$ cat config.mk
export PLATFORM = sky130hd
export DESIGN_NAME = cordic_pipe_param_flat
export DESIGN_NICKNAME = d
export VERILOG_FILES = /design/src/rtl/cordic_pipe_param_if.sv /design/src/rtl/cordic_pipe_param.sv /design/src/flat_wrapper.sv
export SDC_FILE = /design/constraint.sdc
export NUM_CORES = 2
export LEC_CHECK = 0
export CORE_AREA = 2 2 392 394
export DETAILED_ROUTE_END_ITERATION = 6
export DIE_AREA = 0 0 394 396
export PLACE_DENSITY = 0.75
export SKIP_LAST_GASP = 1
export SYNTH_ARGS = -nofsm -noshare
export SYNTH_HDL_FRONTEND = slang
export SYNTH_SLANG_ARGS = --single-unit
$ cat constraint.sdc
create_clock -name Clk -period 6.7 [get_ports Clk]
set_input_delay 1.005 -clock Clk [delete_from_list [all_inputs] [get_ports Clk]]
set_output_delay 1.005 -clock Clk [all_outputs]
set_load 0.02 [all_outputs]
$ cat src/rtl/cordic_pipe_param_if.sv
// Sample stream bundle for cordic_pipe_param: input valid/ready side and
// output valid/ready side, plus the per-sample mode bit.
interface cordic_pipe_param_if #(
   parameter int unsigned DATA_W = 16,
   parameter int unsigned ANG_W  = 16
);
   logic                     in_valid;
   logic                     in_ready;
   logic                     mode_in;
   logic signed [DATA_W-1:0] x_in;
   logic signed [DATA_W-1:0] y_in;
   logic signed [ANG_W-1:0]  z_in;
   logic                     out_valid;
   logic                     out_ready;
   logic                     mode_out;
   logic signed [DATA_W-1:0] x_out;
   logic signed [DATA_W-1:0] y_out;
   logic signed [ANG_W-1:0]  z_out;

   modport master (
      output in_valid, mode_in, x_in, y_in, z_in, out_ready,
      input  in_ready, out_valid, mode_out, x_out, y_out, z_out
   );

   modport slave (
      input  in_valid, mode_in, x_in, y_in, z_in, out_ready,
      output in_ready, out_valid, mode_out, x_out, y_out, z_out
   );
endinterface

$ cat src/rtl/cordic_pipe_param.sv
// Fully pipelined CORDIC, vectoring or rotation chosen per sample. Quadrant
// pre-rotation, STAGES micro-rotations, then optional 1/K scaling and saturation.
module cordic_pipe_param #(
   parameter int unsigned DATA_W    = 16,
   parameter int unsigned ANG_W     = 16,
   parameter int unsigned STAGES    = 16,
   parameter bit          GAIN_COMP = 1'b1
) (
   input logic                Clk,
   input logic                Rst,
   cordic_pipe_param_if.slave bus
);

   localparam int unsigned IW     = DATA_W + 2;
   localparam int unsigned PW     = IW + 16;
   localparam int unsigned AShift = 32 - ANG_W;
   localparam logic [32:0] ARound = (AShift == 0) ? 33'd0 : (33'd1 << (AShift - 1));
   localparam logic signed [ANG_W-1:0] HalfPi = {2'b01, {(ANG_W - 2){1'b0}}};
   localparam logic signed [PW-1:0] GainQ15 = PW'(32'sh4DBA);
   localparam logic signed [PW-1:0] RndQ15  = PW'(32'sh4000);
   localparam logic signed [PW-1:0] SatMax  = PW'((64'sd1 <<< (DATA_W - 1)) - 64'sd1);
   localparam logic signed [PW-1:0] SatMin  = ~SatMax;

   // atan(2^-i) with 2^32 = full circle, rounded half-up to ANG_W bits
   function automatic logic signed [ANG_W-1:0] atan_lut(input int unsigned idx);
      logic [31:0] v;
      case (idx)
         0:       v = 32'h2000_0000;
         1:       v = 32'h12E4_051E;
         2:       v = 32'h09FB_385B;
         3:       v = 32'h0511_11D4;
         4:       v = 32'h028B_0D43;
         5:       v = 32'h0145_D7E1;
         6:       v = 32'h00A2_F61E;
         7:       v = 32'h0051_7C55;
         8:       v = 32'h0028_BE53;
         9:       v = 32'h0014_5F2F;
         10:      v = 32'h000A_2F98;
         11:      v = 32'h0005_17CC;
         12:      v = 32'h0002_8BE6;
         13:      v = 32'h0001_45F3;
         14:      v = 32'h0000_A2FA;
         15:      v = 32'h0000_517D;
         16:      v = 32'h0000_28BE;
         17:      v = 32'h0000_145F;
         18:      v = 32'h0000_0A30;
         19:      v = 32'h0000_0518;
         20:      v = 32'h0000_028C;
         21:      v = 32'h0000_0146;
         22:      v = 32'h0000_00A3;
         23:      v = 32'h0000_0051;
         default: v = 32'h0;
      endcase
      return ANG_W'(({1'b0, v} + ARound) >> AShift);
   endfunction

   function automatic logic signed [DATA_W-1:0] sat(input logic signed [PW-1:0] v);
      logic signed [DATA_W-1:0] r;
      if (v > SatMax) begin
         r = SatMax[DATA_W-1:0];
      end else if (v < SatMin) begin
         r = SatMin[DATA_W-1:0];
      end else begin
         r = v[DATA_W-1:0];
      end
      return r;
   endfunction

   logic                    adv;
   logic signed [IW-1:0]    x_ext, y_ext;
   logic signed [IW-1:0]    x_d [STAGES+1];
   logic signed [IW-1:0]    x_q [STAGES+1];
   logic signed [IW-1:0]    y_d [STAGES+1];
   logic signed [IW-1:0]    y_q [STAGES+1];
   logic signed [ANG_W-1:0] z_d [STAGES+1];
   logic signed [ANG_W-1:0] z_q [STAGES+1];
   logic [STAGES:0]         vld_d, vld_q;
   logic [STAGES:0]         mode_d, mode_q;

   logic signed [PW-1:0]     x_scl, y_scl;
   logic                     out_valid_d, out_valid_q;
   logic                     mode_out_d, mode_out_q;
   logic signed [DATA_W-1:0] x_out_d, x_out_q;
   logic signed [DATA_W-1:0] y_out_d, y_out_q;
   logic signed [ANG_W-1:0]  z_out_d, z_out_q;

   // The whole pipe moves together; a full output register stalls everything.
   assign adv = bus.out_ready || !out_valid_q;

   always_comb begin
      x_ext  = {{2{bus.x_in[DATA_W-1]}}, bus.x_in};
      y_ext  = {{2{bus.y_in[DATA_W-1]}}, bus.y_in};
      vld_d  = {vld_q[STAGES-1:0], bus.in_valid};
      mode_d = {mode_q[STAGES-1:0], bus.mode_in};
      x_d[0] = x_ext;
      y_d[0] = y_ext;
      z_d[0] = bus.z_in;

      // Pre-rotation by +/-pi/2 brings every vector into the CORDIC convergence range
      if (!bus.mode_in) begin
         z_d[0] = '0;
         if (x_ext[IW-1]) begin
            if (!y_ext[IW-1]) begin
               x_d[0] = y_ext;
               y_d[0] = -x_ext;
               z_d[0] = HalfPi;
            end else begin
               x_d[0] = -y_ext;
               y_d[0] = x_ext;
               z_d[0] = -HalfPi;
            end
         end
      end else if (bus.z_in > HalfPi) begin
         x_d[0] = -y_ext;
         y_d[0] = x_ext;
         z_d[0] = bus.z_in - HalfPi;
      end else if (bus.z_in < -HalfPi) begin
         x_d[0] = y_ext;
         y_d[0] = -x_ext;
         z_d[0] = bus.z_in + HalfPi;
      end

      for (int i = 0; i < int'(STAGES); i++) begin
         if (mode_q[i] ? !z_q[i][ANG_W-1] : y_q[i][IW-1]) begin
            x_d[i+1] = x_q[i] - (y_q[i] >>> i);
            y_d[i+1] = y_q[i] + (x_q[i] >>> i);
            z_d[i+1] = z_q[i] - atan_lut(i);
         end else begin
            x_d[i+1] = x_q[i] + (y_q[i] >>> i);
            y_d[i+1] = y_q[i] - (x_q[i] >>> i);
            z_d[i+1] = z_q[i] + atan_lut(i);
         end
      end
   end

   always_comb begin
      x_scl = PW'(x_q[STAGES]);
      y_scl = PW'(y_q[STAGES]);
      if (GAIN_COMP) begin
         x_scl = (x_scl * GainQ15 + RndQ15) >>> 15;
         y_scl = (y_scl * GainQ15 + RndQ15) >>> 15;
      end
      out_valid_d = vld_q[STAGES];
      mode_out_d  = mode_q[STAGES];
      x_out_d     = sat(x_scl);
      y_out_d     = sat(y_scl);
      z_out_d     = z_q[STAGES];
   end

   always_ff @(posedge Clk) begin
      if (Rst) begin
         vld_q  <= '0;
         mode_q <= '0;
         for (int i = 0; i <= int'(STAGES); i++) begin
            x_q[i] <= '0;
            y_q[i] <= '0;
            z_q[i] <= '0;
         end
         out_valid_q <= 1'b0;
         mode_out_q  <= 1'b0;
         x_out_q     <= '0;
         y_out_q     <= '0;
         z_out_q     <= '0;
      end else if (adv) begin
         vld_q       <= vld_d;
         mode_q      <= mode_d;
         x_q         <= x_d;
         y_q         <= y_d;
         z_q         <= z_d;
         out_valid_q <= out_valid_d;
         mode_out_q  <= mode_out_d;
         x_out_q     <= x_out_d;
         y_out_q     <= y_out_d;
         z_out_q     <= z_out_d;
      end
   end

   assign bus.in_ready  = adv;
   assign bus.out_valid = out_valid_q;
   assign bus.mode_out  = mode_out_q;
   assign bus.x_out     = x_out_q;
   assign bus.y_out     = y_out_q;
   assign bus.z_out     = z_out_q;

endmodule

$ cat src/flat_wrapper.sv
// flat-port wrapper written by rule: the top's interface ports become plain ports
module cordic_pipe_param_flat 
#(
   parameter int unsigned DATA_W    = 16,
   parameter int unsigned ANG_W     = 16,
   parameter int unsigned STAGES    = 16,
   parameter bit          GAIN_COMP = 1'b1
)
  (Clk, Rst, bus_in_valid, bus_mode_in, bus_x_in, bus_y_in, bus_z_in, bus_out_ready, bus_in_ready, bus_out_valid, bus_mode_out, bus_x_out, bus_y_out, bus_z_out);
  cordic_pipe_param_if #(.DATA_W(DATA_W), .ANG_W(ANG_W)) bus_i ();
  input logic Clk;
  input logic Rst;
  input wire logic [$bits(bus_i.in_valid)-1:0] bus_in_valid;
  input wire logic [$bits(bus_i.mode_in)-1:0] bus_mode_in;
  input wire logic [$bits(bus_i.x_in)-1:0] bus_x_in;
  input wire logic [$bits(bus_i.y_in)-1:0] bus_y_in;
  input wire logic [$bits(bus_i.z_in)-1:0] bus_z_in;
  input wire logic [$bits(bus_i.out_ready)-1:0] bus_out_ready;
  output wire logic [$bits(bus_i.in_ready)-1:0] bus_in_ready;
  output wire logic [$bits(bus_i.out_valid)-1:0] bus_out_valid;
  output wire logic [$bits(bus_i.mode_out)-1:0] bus_mode_out;
  output wire logic [$bits(bus_i.x_out)-1:0] bus_x_out;
  output wire logic [$bits(bus_i.y_out)-1:0] bus_y_out;
  output wire logic [$bits(bus_i.z_out)-1:0] bus_z_out;
  assign bus_i.in_valid = bus_in_valid;
  assign bus_i.mode_in = bus_mode_in;
  assign bus_i.x_in = bus_x_in;
  assign bus_i.y_in = bus_y_in;
  assign bus_i.z_in = bus_z_in;
  assign bus_i.out_ready = bus_out_ready;
  assign bus_in_ready = bus_i.in_ready;
  assign bus_out_valid = bus_i.out_valid;
  assign bus_mode_out = bus_i.mode_out;
  assign bus_x_out = bus_i.x_out;
  assign bus_y_out = bus_i.y_out;
  assign bus_z_out = bus_i.z_out;
  cordic_pipe_param #(.DATA_W(DATA_W), .ANG_W(ANG_W), .STAGES(STAGES), .GAIN_COMP(GAIN_COMP)) u_core (.Clk(Clk), .Rst(Rst), .bus(bus_i));
endmodule
Word level (Yosys, flattened, before mapping)

Cells that the tools add are included.

Multiply operators: 2
Muxes and demuxes: 115
$add $sub $neg: 133
Magnitude comparators: 6
Reductions and logical operators: 18

Operators by type and width:

| kind                                                                               | count |
|---|---|
| 32-bit by 16-bit adder with 32-bit output (second input constant)                  | 32 |
| 32-bit 2-to-1 mux                                                                  | 32 |
| 18-bit 2-to-1 mux                                                                  | 42 |
| 16-bit 2-to-1 mux                                                                  | 25 |
| 16-bit adder                                                                       | 16 |
| 16-bit subtractor                                                                  | 16 |
| 34-bit by 16-bit adder with 34-bit output (second input constant)                  | 2 |
| 18-bit by 15-bit multiplier with 33-bit output (second input constant)             | 2 |
| 19-bit by 16-bit greater-than comparator with 1-bit output (second input constant) | 2 |
| 19-bit by 16-bit less-than comparator with 1-bit output (second input constant)    | 2 |
| 18-bit by 10-bit adder with 18-bit output                                          | 2 |
| 18-bit by 11-bit adder with 18-bit output                                          | 2 |
| 18-bit by 12-bit adder with 18-bit output                                          | 2 |
| 18-bit by 13-bit adder with 18-bit output                                          | 2 |
| 18-bit by 14-bit adder with 18-bit output                                          | 2 |
| 18-bit by 15-bit adder with 18-bit output                                          | 2 |
| 18-bit by 16-bit adder with 18-bit output                                          | 2 |
| 18-bit by 17-bit adder with 18-bit output                                          | 2 |
| 18-bit by 3-bit adder with 18-bit output                                           | 2 |
| 18-bit by 4-bit adder with 18-bit output                                           | 2 |
| 18-bit by 5-bit adder with 18-bit output                                           | 2 |
| 18-bit by 6-bit adder with 18-bit output                                           | 2 |
| 18-bit by 7-bit adder with 18-bit output                                           | 2 |
| 18-bit by 8-bit adder with 18-bit output                                           | 2 |
| 26 further kinds                                                                   | 75 |

Word-level logic and storage cells: 332
Flip-flop bits (word level): 968
Input bits: 53

Depth between registers and ports, before layout

Word-level depth: 6
Gate-level depth with buffers: 28
Gate-level depth less buffers: 26

Worst setup path after synthesis

No wires, ideal clock.

Path kind: register to register
Start: reg u_core.x_q[17] (netlist bit)
End: reg u_core.x_out_q[10] (netlist: u_core.bus.x_out[10])
Stages on the path, launching flop included: 26
Arrival: 7170 ps
Period minus slack after synthesis: 7229 ps
Data required time: 6640 ps
Slack: -529 ps
Path through: dfxtp_1 > ha_1 > inv_1 > fa_1 > inv_1 > fa_1 > fa_1 > fa_1 > inv_1 > fa_1 > inv_1 > ha_1 > a21oi_1 > o21ai_1 > a21oi_1 > mux2_4 > a311o_1 > nand4b_1 > or3_4 > nor2b_4 > and4bb_4 > a311oi_1 > a211o_1 > a311oi_4 > buf_6 > a221o_1

Word-level cells in the longest chain between the ends: 5
Elaborated cells on any way between the ends: 6

RTL lines:

| item                                                    | line                     | source |
|---|---|---|
| from (decl)                                             | cordic_pipe_param.sv:72  | `logic signed [IW-1:0] x_q [STAGES+1];` |
| from (signal, indexed assignment)                       | cordic_pipe_param.sv:155 | `x_q[i] <= '0;` |
| from (signal assigned)                                  | cordic_pipe_param.sv:167 | `x_q <= x_d;` |
| 18-bit by 15-bit multiplier with 33-bit output (*)      | cordic_pipe_param.sv:140 | `x_scl = (x_scl * GainQ15 + RndQ15) >>> 15;` |
| 34-bit by 16-bit adder with 34-bit output (*)           | cordic_pipe_param.sv:140 |  |
| 19-bit by 16-bit less-than comparator with 1-bit output | cordic_pipe_param.sv:61  | `end else if (v < SatMin) begin` |
| 16-bit 2-to-1 mux                                       | cordic_pipe_param.sv:61  |  |
| 16-bit 2-to-1 mux (*)                                   | cordic_pipe_param.sv:59  | `if (v > SatMax) begin` |
| to (signal assigned)                                    | cordic_pipe_param.sv:172 | `x_out_q <= x_out_d;` |
| to (decl)                                               | cordic_pipe_param.sv:83  | `logic signed [DATA_W-1:0] x_out_d, x_out_q;` |

Every way passes the cells marked *; elsewhere a longest branch is shown, timed or not.
A chain may end at the register's enable or synchronous reset.

Final worst setup path

Start: reg u_core.x_q[10] (netlist bit)
End: reg u_core.x_out_q[13] (netlist: u_core.bus.x_out[13])

Same word-level chain as after synthesis.

==> run summary <==
Mean Syn Cell Area - 7.78 µm²
Setup Viol. Count Final - 30
HPWL Detailed - 170 mm
Failing checks - negative setup slack
Maxcap violations - 0
CTS Buf Count - 113
Sequential-to-total area share from yosys stat - 23.3%
Skew final - 0.0432 ns
Slew @ Worst Pin - 1.18 ns
DR iter-0 viols - 5393
Starting Density - 54.9%
Core area - 152000 µm²
Crit-path max cell delay - 0.58 ns
Yosys synthesis warning count - 0
Number of global-route vias before repair - 72424
Critical path peak fanout - 7
Crit path launch type - flop
Clock transition at the registers of the reported paths - 0.06 ns
Setup Crit Path Kind - reg2reg
Ports - 104
Worst hold slack - 0.449 ns
Netlist cell types - 96
Post-synth ARST share - 0%
Post-DP Area - 87200 µm²
First-pass GRT wire length - 367 mm
Final Hold Viols - 0
Syn Nets - 12078
Post-route DRC - 0
CP required - 7.40 ns
Min-Delay Path Class - reg2reg
Status - finished with violations
DR pass1 iterations - 7
Post-synth EDFFs - 0
WL per Instance - 17.6 µm
Nets@finish - 12157
Slowest CP cell - fa_2
Crit-path most repeated cell - fa_1
Detailed Route WL - 226 mm
Maximum root-to-sink buffer count - 3
DR vias/cell - 5.79
Die W - 394 µm
Seq cells post-synth - 967
Final worst slack - -0.237 ns
Die Y - 396 µm
Design Area, Final - 93200 µm²
Fraction of layout cells with a size suffix above 1 - 7.44%
Max Fclk - 0.144 GHz
Cell Area, Synth - 83200 µm²
H-Tree Depth - 3
Largest net degree at the start of global routing - 204
Relative max-transition margin - 20.7%
Prevailing post-synth register cell - dfxtp_1
Port bufs - 103
Period utilization - 104%
Clk_lat worst skew - 0.77 ns
RSZ-0062 raised after global routing - true
Initial antenna violation count - 2
Num rows - 143
Tmin final - 6.94 ns
Final ANT Viol Nets - 0
CTS tree - done
Slew Limit Fails - 0
Vias - 74651
Crit. End Element - flop
GRT Util Overall - 28.0%
Overflow after GRT - 0
Area Overhead vs Synth - 12.0%
Root Buffer - clkbuf_16
Die area - 156000 µm²
Placer Congestion - 0.930
Critical Path AT - 7.64 ns
Sink Count - 967
Mapped Cells - 10694
[what timing repair did]
| action | in CTS | in global routing |
|---|---|---|
| setup buffers | 14 | 21 |
| cloned | 1 | 3 |
| gates resized for setup | 140 | 191 |
| endpoints found under the setup margin | 31 | 32 |
| pin swaps | 88 | 149 |
| hold buffers | 0 | 0 |
[state kept, by name (all words and copies together), names as in the netlist, 17 cells and up]
signal and flops:
u_core.z_q 256, u_core.x_q 305, u_core.y_q 306, u_core.vld_q 17
u_core.mode_q 17
[final cells by class]
class / instances / area, µm²
fillers: 13248 / 58400
clock buffers: 144 / 3160
diodes: 2 / 5.00
well taps: 2030 / 2540
inverters: 697 / 2620
flip-flops and latches: 967 / 19400
repair buffers: 413 / 3580
clock inverters: 60 / 858
multi-input cells: 8581 / 61000
[critical path: cells and delay by family (launching register included)]
| family | cells | cell delay [ns] |
|---|---|---|
| adders and majority gates | 7 | 3.09 |
| DFF | 1 | 0.37 |
| and+or+nand+nor | 5 | 1.09 |
| buffers and inverters | 6 | 0.56 |
| AOI/OAI and AO/OA | 8 | 1.79 |
[cell usage after synthesis (111+ instances only)]
library cell     n  area share (%)
a211oi_1       253             2.3
a21o_1         227             2.0
a21oi_1       1241             7.5
clkbuf_1       397             1.8
dfxtp_1        967              23
fa_1           283             6.8
ha_1          1048              16
inv_1          693             3.1
nand2_1       1919             8.7
nand3_1        179             1.1
nor2_1         664             3.0
nor2b_1        111            0.84
nor3_1         150            0.90
o21a_1         112             1.0
o21ai_0        505             3.0
o21bai_1       127             1.1
or3_1          115            0.87
xnor2_1        587             6.2
xor2_1         369             3.9
[worst paths after layout]
kind | from | depth (start not counted) | slack (ns) | to
max | u_core.x_q[10] | 26 | -0.24 | u_core.bus.x_out[13]
max reg2reg | u_core.x_q[10] | 26 | -0.24 | u_core.bus.x_out[13]
min reg2reg | u_core.bus.z_out[15] | 2 | 0.45 | u_core.bus.z_out[15]
min | u_core.bus.z_out[15] | 2 | 0.45 | u_core.bus.z_out[15]
[through the flow]
stage / cells / setup WS, ns / utilization [%] / setup TNS (ns)
finish: 12894 / -0.237 / 61.5 / -4.52
global route: 12894 / -0.456 / 61.5 / -10.51
CTS: 12868 / -0.255 / 60.7 / -4.29
detailed placement: 12649 / -0.366 / 57.5 / -9.28
global placement: 12649 / -0.233 / 57.5 / -5.89
floorplan: 10694 / 0.00547 / - / 0
[kinds of logic after synthesis]
family | after synthesis | share of synthesized area (%)
AOI/OAI and AO/OA | 2868 | 21.0
xor gates and xnor gates | 956 | 10.1
adders and majority gates | 1332 | 22.6
buffers and inverters | 1146 | 5.24
DFF | 967 | 23.3
muxes | 39 | 0.480
and+or+nand+nor | 3386 | 17.4
[per-layer routing]
layer  wire (µm)  vias up  global-route usage (%)
met1      102000    35584                    37.0
met3       10200      404                    2.51
met4        7200        0                    9.50
met5           0        -                       0
met2      107000     1738                    48.0
li1            -    36925                       -
[cells in the final DEF (no fill, tap or decap), drive strengths merged, types with 24 or more instances in the layout]
cell type,synthesis,layout
o31ai,55,55
a21boi,24,24
clkinv,3,27
a311oi,25,25
o22ai,25,25
xnor2,587,587
clkbuf,399,147
mux2i,35,35
inv,694,704
o41ai,32,32
a211oi,254,254
dfxtp,967,967
a21o,227,227
nor4,32,32
nand3,180,180
buf,50,311
nand2,1919,1919
o21ai,514,514
xor2,369,369
o211ai,28,28
clkdlybuf4s50,0,99
nor2,664,664
or3,117,117
fa,283,283
nand2b,60,60
o21a,112,112
a21oi,1245,1245
a31oi,47,47
and3,54,54
nor3,150,150
ha,1048,1048
nor2b,112,112
o21bai,127,127
Power is left out: the tool's default activity adds up to more than one toggle a clock period on the data nets, which glitch-free logic cannot reach.
